## config.mk

```make
export PLATFORM = sky130hd
export DESIGN_NAME = id_ctrl_pipe
export DESIGN_NICKNAME = d
export VERILOG_FILES = /design/src/rtl/id_ctrl_pipe.sv
export SDC_FILE = /design/constraint.sdc
export NUM_CORES = 1
export LEC_CHECK = 0
export BUFFER_PORTS_ARGS = -buffer_cell sky130_fd_sc_hd__buf_2
export CAP_MARGIN = 20
export CORE_ASPECT_RATIO = 0.8
export CORE_UTILIZATION = 50
export CTS_BUF_LIST = sky130_fd_sc_hd__clkbuf_2
export DETAILED_ROUTE_END_ITERATION = 6
export PLACE_DENSITY = 0.8
export SKIP_LAST_GASP = 1
export SLEW_MARGIN = 20
export SYNTH_ARGS = -nofsm -noshare
export SYNTH_HDL_FRONTEND = slang
export SYNTH_SLANG_ARGS = --single-unit
```

## constraint.sdc

```tcl
create_clock -name clk -period 8.2 [get_ports clk]
set_input_delay 0.41 -clock clk [delete_from_list [all_inputs] [get_ports clk]]
set_output_delay 0.41 -clock clk [all_outputs]
set_load 0.1 [all_outputs]
```

## src/rtl/id_ctrl_pipe.sv

```systemverilog
// id_ctrl_pipe: RV32I decode into a registered ID/EX bundle; latency 1, valid/ready on both sides,
// bundle held under backpressure, load-use bubbles inserted locally; `ID_CTRL_MEXT_EN adds M-ext decode.
module id_ctrl_pipe #(
  parameter int XLEN             = 32,
  parameter int LOAD_USE_BUBBLES = 1
) (
  input  logic            clk,
  input  logic            rst,
  input  logic            flush,
  input  logic            in_valid,
  output logic            in_ready,
  input  logic [31:0]     in_instr,
  input  logic [XLEN-1:0] in_pc,
  output logic            out_valid,
  input  logic            out_ready,
  output logic [XLEN-1:0] out_pc,
  output logic [4:0]      out_rs1,
  output logic [4:0]      out_rs2,
  output logic [4:0]      out_rd,
  output logic [XLEN-1:0] out_imm,
  output logic            out_reg_write,
  output logic            out_mem_read,
  output logic            out_mem_write,
  output logic            out_mem_to_reg,
  output logic            out_alu_src,
  output logic            out_branch,
  output logic            out_jump,
  output logic            out_pc_src_a,
  output logic [2:0]      out_funct3,
  output logic [3:0]      out_alu_ctrl,
  output logic            out_illegal,
  output logic            out_mdu_en,
  output logic [2:0]      out_mdu_op
);

  localparam logic [6:0] OP_R      = 7'b0110011;
  localparam logic [6:0] OP_I      = 7'b0010011;
  localparam logic [6:0] OP_LOAD   = 7'b0000011;
  localparam logic [6:0] OP_STORE  = 7'b0100011;
  localparam logic [6:0] OP_BRANCH = 7'b1100011;
  localparam logic [6:0] OP_JAL    = 7'b1101111;
  localparam logic [6:0] OP_JALR   = 7'b1100111;
  localparam logic [6:0] OP_LUI    = 7'b0110111;
  localparam logic [6:0] OP_AUIPC  = 7'b0010111;

  localparam logic [3:0] ALU_ADD  = 4'h0;
  localparam logic [3:0] ALU_SUB  = 4'h1;
  localparam logic [3:0] ALU_AND  = 4'h2;
  localparam logic [3:0] ALU_OR   = 4'h3;
  localparam logic [3:0] ALU_XOR  = 4'h4;
  localparam logic [3:0] ALU_SLL  = 4'h5;
  localparam logic [3:0] ALU_SRL  = 4'h6;
  localparam logic [3:0] ALU_SRA  = 4'h7;
  localparam logic [3:0] ALU_SLT  = 4'h8;
  localparam logic [3:0] ALU_SLTU = 4'h9;
  localparam logic [3:0] ALU_LUI  = 4'hA;
  localparam logic [3:0] ALU_NOP  = 4'hF;

  localparam logic [1:0] BUBBLES = 2'(LOAD_USE_BUBBLES);

  typedef struct packed {
    logic [XLEN-1:0] pc;
    logic [4:0]      rs1;
    logic [4:0]      rs2;
    logic [4:0]      rd;
    logic [XLEN-1:0] imm;
    logic            reg_write;
    logic            mem_read;
    logic            mem_write;
    logic            mem_to_reg;
    logic            alu_src;
    logic            branch;
    logic            jump;
    logic            pc_src_a;
    logic [2:0]      funct3;
    logic [3:0]      alu_ctrl;
    logic            illegal;
    logic            mdu_en;
    logic [2:0]      mdu_op;
  } bundle_t;

  typedef enum logic {RUN, STALL} state_t;

  // alt selects SUB (R-type only) and the arithmetic right shift
  function automatic logic [3:0] alu_of(input logic [2:0] f3, input logic alt, input logic is_r);
    case (f3)
      3'd0:    alu_of = (alt && is_r) ? ALU_SUB : ALU_ADD;
      3'd1:    alu_of = ALU_SLL;
      3'd2:    alu_of = ALU_SLT;
      3'd3:    alu_of = ALU_SLTU;
      3'd4:    alu_of = ALU_XOR;
      3'd5:    alu_of = alt ? ALU_SRA : ALU_SRL;
      3'd6:    alu_of = ALU_OR;
      default: alu_of = ALU_AND;
    endcase
  endfunction

  logic [6:0]      opcode;
  logic [6:0]      funct7;
  logic [2:0]      funct3;
  logic [4:0]      f_rs1;
  logic [4:0]      f_rs2;
  logic [4:0]      f_rd;
  logic            alt;
  logic [XLEN-1:0] imm_i;
  logic [XLEN-1:0] imm_s;
  logic [XLEN-1:0] imm_b;
  logic [XLEN-1:0] imm_u;
  logic [XLEN-1:0] imm_j;

  assign opcode = in_instr[6:0];
  assign funct7 = in_instr[31:25];
  assign funct3 = in_instr[14:12];
  assign f_rs1  = in_instr[19:15];
  assign f_rs2  = in_instr[24:20];
  assign f_rd   = in_instr[11:7];
  assign alt    = (funct7 == 7'b0100000);

  assign imm_i = XLEN'($signed(in_instr[31:20]));
  assign imm_s = XLEN'($signed({in_instr[31:25], in_instr[11:7]}));
  assign imm_b = XLEN'($signed({in_instr[31], in_instr[7], in_instr[30:25], in_instr[11:8], 1'b0}));
  assign imm_u = XLEN'($signed({in_instr[31:12], 12'h000}));
  assign imm_j = XLEN'($signed({in_instr[31], in_instr[19:12], in_instr[20], in_instr[30:21], 1'b0}));

  bundle_t dec;

  always_comb begin
    dec          = '0;
    dec.pc       = in_pc;
    dec.funct3   = funct3;
    dec.alu_ctrl = ALU_NOP;
    case (opcode)
      OP_R: begin
        if (funct7 == 7'b0000000 || funct7 == 7'b0100000) begin
          dec.rs1       = f_rs1;
          dec.rs2       = f_rs2;
          dec.rd        = f_rd;
          dec.reg_write = 1'b1;
          dec.alu_ctrl  = alu_of(funct3, alt, 1'b1);
        end
`ifdef ID_CTRL_MEXT_EN
        else if (funct7 == 7'b0000001) begin
          dec.rs1       = f_rs1;
          dec.rs2       = f_rs2;
          dec.rd        = f_rd;
          dec.reg_write = 1'b1;
          dec.mdu_en    = 1'b1;
          dec.mdu_op    = funct3;
        end
`endif
        else begin
          dec.illegal = 1'b1;
        end
      end
      OP_I: begin
        dec.rs1       = f_rs1;
        dec.rd        = f_rd;
        dec.imm       = imm_i;
        dec.alu_src   = 1'b1;
        dec.reg_write = 1'b1;
        dec.alu_ctrl  = alu_of(funct3, alt, 1'b0);
      end
      OP_LOAD: begin
        dec.rs1        = f_rs1;
        dec.rd         = f_rd;
        dec.imm        = imm_i;
        dec.alu_src    = 1'b1;
        dec.mem_read   = 1'b1;
        dec.mem_to_reg = 1'b1;
        dec.reg_write  = 1'b1;
        dec.alu_ctrl   = ALU_ADD;
      end
      OP_STORE: begin
        dec.rs1       = f_rs1;
        dec.rs2       = f_rs2;
        dec.imm       = imm_s;
        dec.alu_src   = 1'b1;
        dec.mem_write = 1'b1;
        dec.alu_ctrl  = ALU_ADD;
      end
      OP_BRANCH: begin
        dec.rs1      = f_rs1;
        dec.rs2      = f_rs2;
        dec.imm      = imm_b;
        dec.branch   = 1'b1;
        dec.alu_ctrl = ALU_SUB;
      end
      OP_JAL: begin
        dec.rd        = f_rd;
        dec.imm       = imm_j;
        dec.jump      = 1'b1;
        dec.pc_src_a  = 1'b1;
        dec.reg_write = 1'b1;
        dec.alu_ctrl  = ALU_ADD;
      end
      OP_JALR: begin
        dec.rs1       = f_rs1;
        dec.rd        = f_rd;
        dec.imm       = imm_i;
        dec.jump      = 1'b1;
        dec.alu_src   = 1'b1;
        dec.reg_write = 1'b1;
        dec.alu_ctrl  = ALU_ADD;
      end
      OP_LUI: begin
        dec.rd        = f_rd;
        dec.imm       = imm_u;
        dec.alu_src   = 1'b1;
        dec.reg_write = 1'b1;
        dec.alu_ctrl  = ALU_LUI;
      end
      OP_AUIPC: begin
        dec.rd        = f_rd;
        dec.imm       = imm_u;
        dec.alu_src   = 1'b1;
        dec.pc_src_a  = 1'b1;
        dec.reg_write = 1'b1;
        dec.alu_ctrl  = ALU_ADD;
      end
      default: dec.illegal = 1'b1;
    endcase
  end

  state_t     state;
  logic       valid_q;
  bundle_t    held;
  logic [1:0] cnt;
  logic [4:0] load_rd;

  logic       accept;
  logic       xfer;
  logic       opens;
  logic       valid_nxt;
  logic [1:0] cnt_nxt;
  logic [4:0] load_rd_nxt;
  logic [4:0] rs1_nxt;
  logic [4:0] rs2_nxt;
  logic       hazard_nxt;

  assign out_valid = valid_q && (state == RUN);
  assign in_ready  = (!valid_q || out_ready) && !flush && (state == RUN);
  assign accept    = in_valid && in_ready;
  assign xfer      = out_valid && out_ready && !flush;
  assign opens     = xfer && held.mem_read && (held.rd != 5'd0) && (BUBBLES != 2'd0);

  assign valid_nxt   = accept ? 1'b1 : (xfer ? 1'b0 : valid_q);
  assign cnt_nxt     = opens ? BUBBLES : ((cnt != 2'd0) ? cnt - 2'd1 : 2'd0);
  assign load_rd_nxt = opens ? held.rd : load_rd;
  assign rs1_nxt     = accept ? dec.rs1 : held.rs1;
  assign rs2_nxt     = accept ? dec.rs2 : held.rs2;

  // Stall is decided one edge early so in_ready and out_valid come straight from flops.
  assign hazard_nxt = valid_nxt && (cnt_nxt != 2'd0) && (load_rd_nxt != 5'd0) &&
                      ((rs1_nxt == load_rd_nxt) || (rs2_nxt == load_rd_nxt));

  always_ff @(posedge clk or posedge rst) begin
    if (rst) begin
      state         <= RUN;
      valid_q       <= 1'b0;
      cnt           <= 2'd0;
      load_rd       <= 5'd0;
      held          <= '0;
      held.alu_ctrl <= ALU_NOP;
    end else if (flush) begin
      state   <= RUN;
      valid_q <= 1'b0;
      cnt     <= 2'd0;
    end else begin
      valid_q <= valid_nxt;
      cnt     <= cnt_nxt;
      load_rd <= load_rd_nxt;
      state   <= hazard_nxt ? STALL : RUN;
      if (accept) held <= dec;
    end
  end

  assign out_pc         = held.pc;
  assign out_rs1        = held.rs1;
  assign out_rs2        = held.rs2;
  assign out_rd         = held.rd;
  assign out_imm        = held.imm;
  assign out_reg_write  = held.reg_write;
  assign out_mem_read   = held.mem_read;
  assign out_mem_write  = held.mem_write;
  assign out_mem_to_reg = held.mem_to_reg;
  assign out_alu_src    = held.alu_src;
  assign out_branch     = held.branch;
  assign out_jump       = held.jump;
  assign out_pc_src_a   = held.pc_src_a;
  assign out_funct3     = held.funct3;
  assign out_alu_ctrl   = held.alu_ctrl;
  assign out_illegal    = held.illegal;
`ifdef ID_CTRL_MEXT_EN
  assign out_mdu_en     = held.mdu_en;
  assign out_mdu_op     = held.mdu_op;
`else
  assign out_mdu_en     = 1'b0;
  assign out_mdu_op     = 3'd0;
`endif

endmodule

```

==> summary.md <==
| Metric | Value |
|---|---|
| Status | completed |
| Avg Inst Size Synth | 9.36 sq um |
| # DRC | 0 |
| Number of fill cells | 771 |
| Dpl cell area | 5590 sq um |
| Area of the die | 9860 sq um |
| Yosys reg bits | 103 |
| RePlAce Congestion | 0.924 |
| Synth cell types | 56 |
| Slowest CP cell | nor2_1 |
| YS warnings | 0 |
| Req. time, crit path | 7790 ps |
| Detail Placement HPWL | 9080 microns |
| Worst Setup EP | in_ready |
| Area delta synth->final | 27.4% |
| Register area | 2580 sq um |
| Final hold viol count | 0 |
| Synth Flop Type | dfrtp_1 |
| Final Slew Violations | 0 |
| Slew Limit Headroom | 0.329 |
| Largest net degree at the start of global routing | 95 |
| Post-synth ARST share | 1.00 |
| Pre-antenna DRT Iters | 5 |
| Syn Std Cell Area | 4730 sq um |
| Nets | 757 |
| Layout cells sized above 1 | 0.299 |
| Max Clock Skew | 18.8 ps |
| First-pass GRT wire length | 20700 microns |
| WHS | 42.0 ps |
| Tcrit/Tclk final | 0.342 |
| Worst Hold Launch | in_pc[11] |
| Syn Inst Count | 506 |
| Register area share after synthesis | 0.545 |
| Max cap viols | 0 |
| Crit end category | primary output |
| Final WL | 13400 microns |
| # port buffers | 165 |
| Flop2flop setup slack | 5520 ps |
| # diodes | 0 |
| Drt initial violations | 349 |
| Vias | 4453 |
| Worst Path Max Fanout | 12 |
| Max H-tree Level | 3 |
| Vias in the first global route | 4070 |
| Per-cell routed wire length | 16.6 microns |
| Worst reg-to-reg path cell count | 6 |
| Clk_lat worst skew | 550 ps |
| Setup TNS after final layout | 0 ps |
| Root Driver | clkbuf_2 |
| Initial antenna violation count | 0 |
| Critical Path, Cell by Cell | dlygate4sd3_1 > buf_2 > nor2_1 > and2_1 > buf_2 |
| Grt ovf | 0 |
| Worst slew pin tran | 1000 ps |
| Chip height | 89.0 microns |
| Unrepaired setup endpoints after global routing | no |
| Final Cell Area | 6030 sq um |
| Most Frequent Cell on Critical Path | buf_2 |
| Clock slew seen by the registers of the worst setup and hold paths | 250 ps |
| Leak | 3.25 nW |
| Fin crit period | 2810 ps |
| Critical path data arrival time | 2400 ps |
| Final setup fails | 0 |
| Initial Util | 0.519 |
| R2r endpoint | state$_DFF_PP0_ |
| Cell area power density | 209 nW/um^2 |
| Core Region | 9110 sq um |
| Kind of critical path | in -> out |
| I/O Pins | 170 |
| Worst Setup SP | flush |
| Post_cts resized | 0 |
| Worst Hold Class | in -> reg |
| TritonCTS clock tree | built |
| CP max stage delay | 590 ps |
| Max Root-Sink Buffers | 2 |
| Row count | 31 |
| Multi-input gate area | 1930 sq um |
| Nature of the critical path startpoint | primary input |
| Fmax | 356 MHz |
| RR Startpoint | state$_DFF_PP0_ |
| Placed cells | 761 |
| Vias per inst | 5.51 |
| DIE WIDTH | 111 microns |
| VDD IR-drop max | 0.149 mV |
| Setup bufs post-CTS | 0 |
| Total CTS buffers | 9 |
| Final Non-Filler Cells | 808 |
| Total track usage | 0.267 |
| Clk sink count | 103 |
| DRT antenna net count | 0 |
| Post-synth EDFFs | 0 |
layout by cell type (no fill, tap or decap), types with 3 or more instances in the layout:
master / Yosys / layout
buf_2: 6 / 165
nand2_1: 151 / 150
dfrtp_1: 99 / 99
dlygate4sd3_1: 0 / 31
a21oi_1: 29 / 29
inv_1: 26 / 25
o21ai_1: 24 / 24
nor2_1: 15 / 15
a31oi_1: 13 / 13
a22o_1: 13 / 13
o21ai_0: 10 / 10
clkbuf_2: 0 / 10
a41oi_1: 8 / 8
nand2b_1: 6 / 6
o21a_1: 5 / 5
a221oi_1: 5 / 5
nand3_1: 4 / 4
and2_1: 4 / 4
o211ai_1: 4 / 4
xnor2_1: 4 / 4
xor2_1: 4 / 4
conb_1: 1 / 4
dfstp_2: 4 / 4
or3_1: 3 / 3
or2_2: 3 / 3
nor2b_1: 3 / 3
nor3_1: 3 / 3
synth_stat cells (all sizes together), types with 5 or more instances:
cell    number  area (sq um)
a22o        13           114
a41oi        8          70.1
a21oi       30           154
nand2b       6          37.5
o21a         5          37.5
inv         26          97.6
nand2      151           567
dfrtp       99          2480
buf         16          90.1
a221oi       5          43.8
o211ai       5          51.3
a31oi       13          81.3
o21ai       37           204
nor2        15          56.3
clkbuf      14          52.6
cell families after synthesis:
kind of cell / synth area share
buffers and inverters: 0.0507
AO/OA/AOI/OAI: 0.183
multiplexers: 0.00740
XOR/XNOR: 0.0148
flip-flops: 0.545
other: 0.000792
AND/OR/NAND/NOR: 0.197
per-layer routing:
layer | part of all wire | GRT usage | up-vias | wire length, microns
met2 | 0.49 | 0.431 | 189 | 6520
met3 | 0.060 | 0.0590 | 31 | 806
li1 | - | - | 2090 | -
met4 | 0.021 | 0.0909 | 0 | 279
met5 | 0 | 0 | - | 0
met1 | 0.43 | 0.363 | 2143 | 5810
cell type report:
| type | instances | area share |
|---|---|---|
| inverters | 26 | 0.0166 |
| well taps | 115 | 0.0239 |
| multi-input cells | 350 | 0.320 |
| clock inverters | 6 | 0.0112 |
| repair buffers | 198 | 0.192 |
| flip-flops and latches | 103 | 0.428 |
| clock buffers | 10 | 0.00830 |
through the flow:
stage / power (mW) / setup slack [ps] / utilization
6_report: 1.26 / 5390 / 0.661
5_1_grt: 1.31 / 5300 / 0.661
4_1_cts: 1.27 / 5150 / 0.658
3_5_place_dp: 1.02 / 5100 / 0.614
3_3_place_gp: 1.01 / 5240 / 0.614
2_1_floorplan: 0.932 / 5090 / -
how the worst min path moves through the flow:
stage | depth (start not counted) | slack, ps | end
3_3_place_gp | 2 | 330 | out_funct3[2]$_DFFE_PP0P_
3_5_place_dp | 2 | 330 | out_funct3[2]$_DFFE_PP0P_
4_1_cts | 3 | 5 | out_pc[29]$_DFFE_PP0P_
6_report | 3 | 40 | out_pc[11]$_DFFE_PP0P_
2_1_floorplan | 1 | 470 | cnt[0]$_DFF_PP0_
5_1_grt | 3 | 3 | out_pc[11]$_DFFE_PP0P_
power breakdown:
part / switching (mW) / internal (mW) / total [mW]
combinational: 0.380 / 0.0727 / 0.453
clock: 0.169 / 0.0736 / 0.242
sequential: 0.0203 / 0.547 / 0.567
worst max-delay path, delay by kind of cell:
family / cells / cell delay, ps
buf+inv: 3 / 1120
simple gates: 2 / 870
what timing repair did:
action / 4_1_cts / 5_1_grt
hold buffers: 29 / 2
endpoints found under the hold margin: 40 / 2
setup endpoints to repair: 0 / 0
No activity file was read; power rests on OpenSTA's default activity.
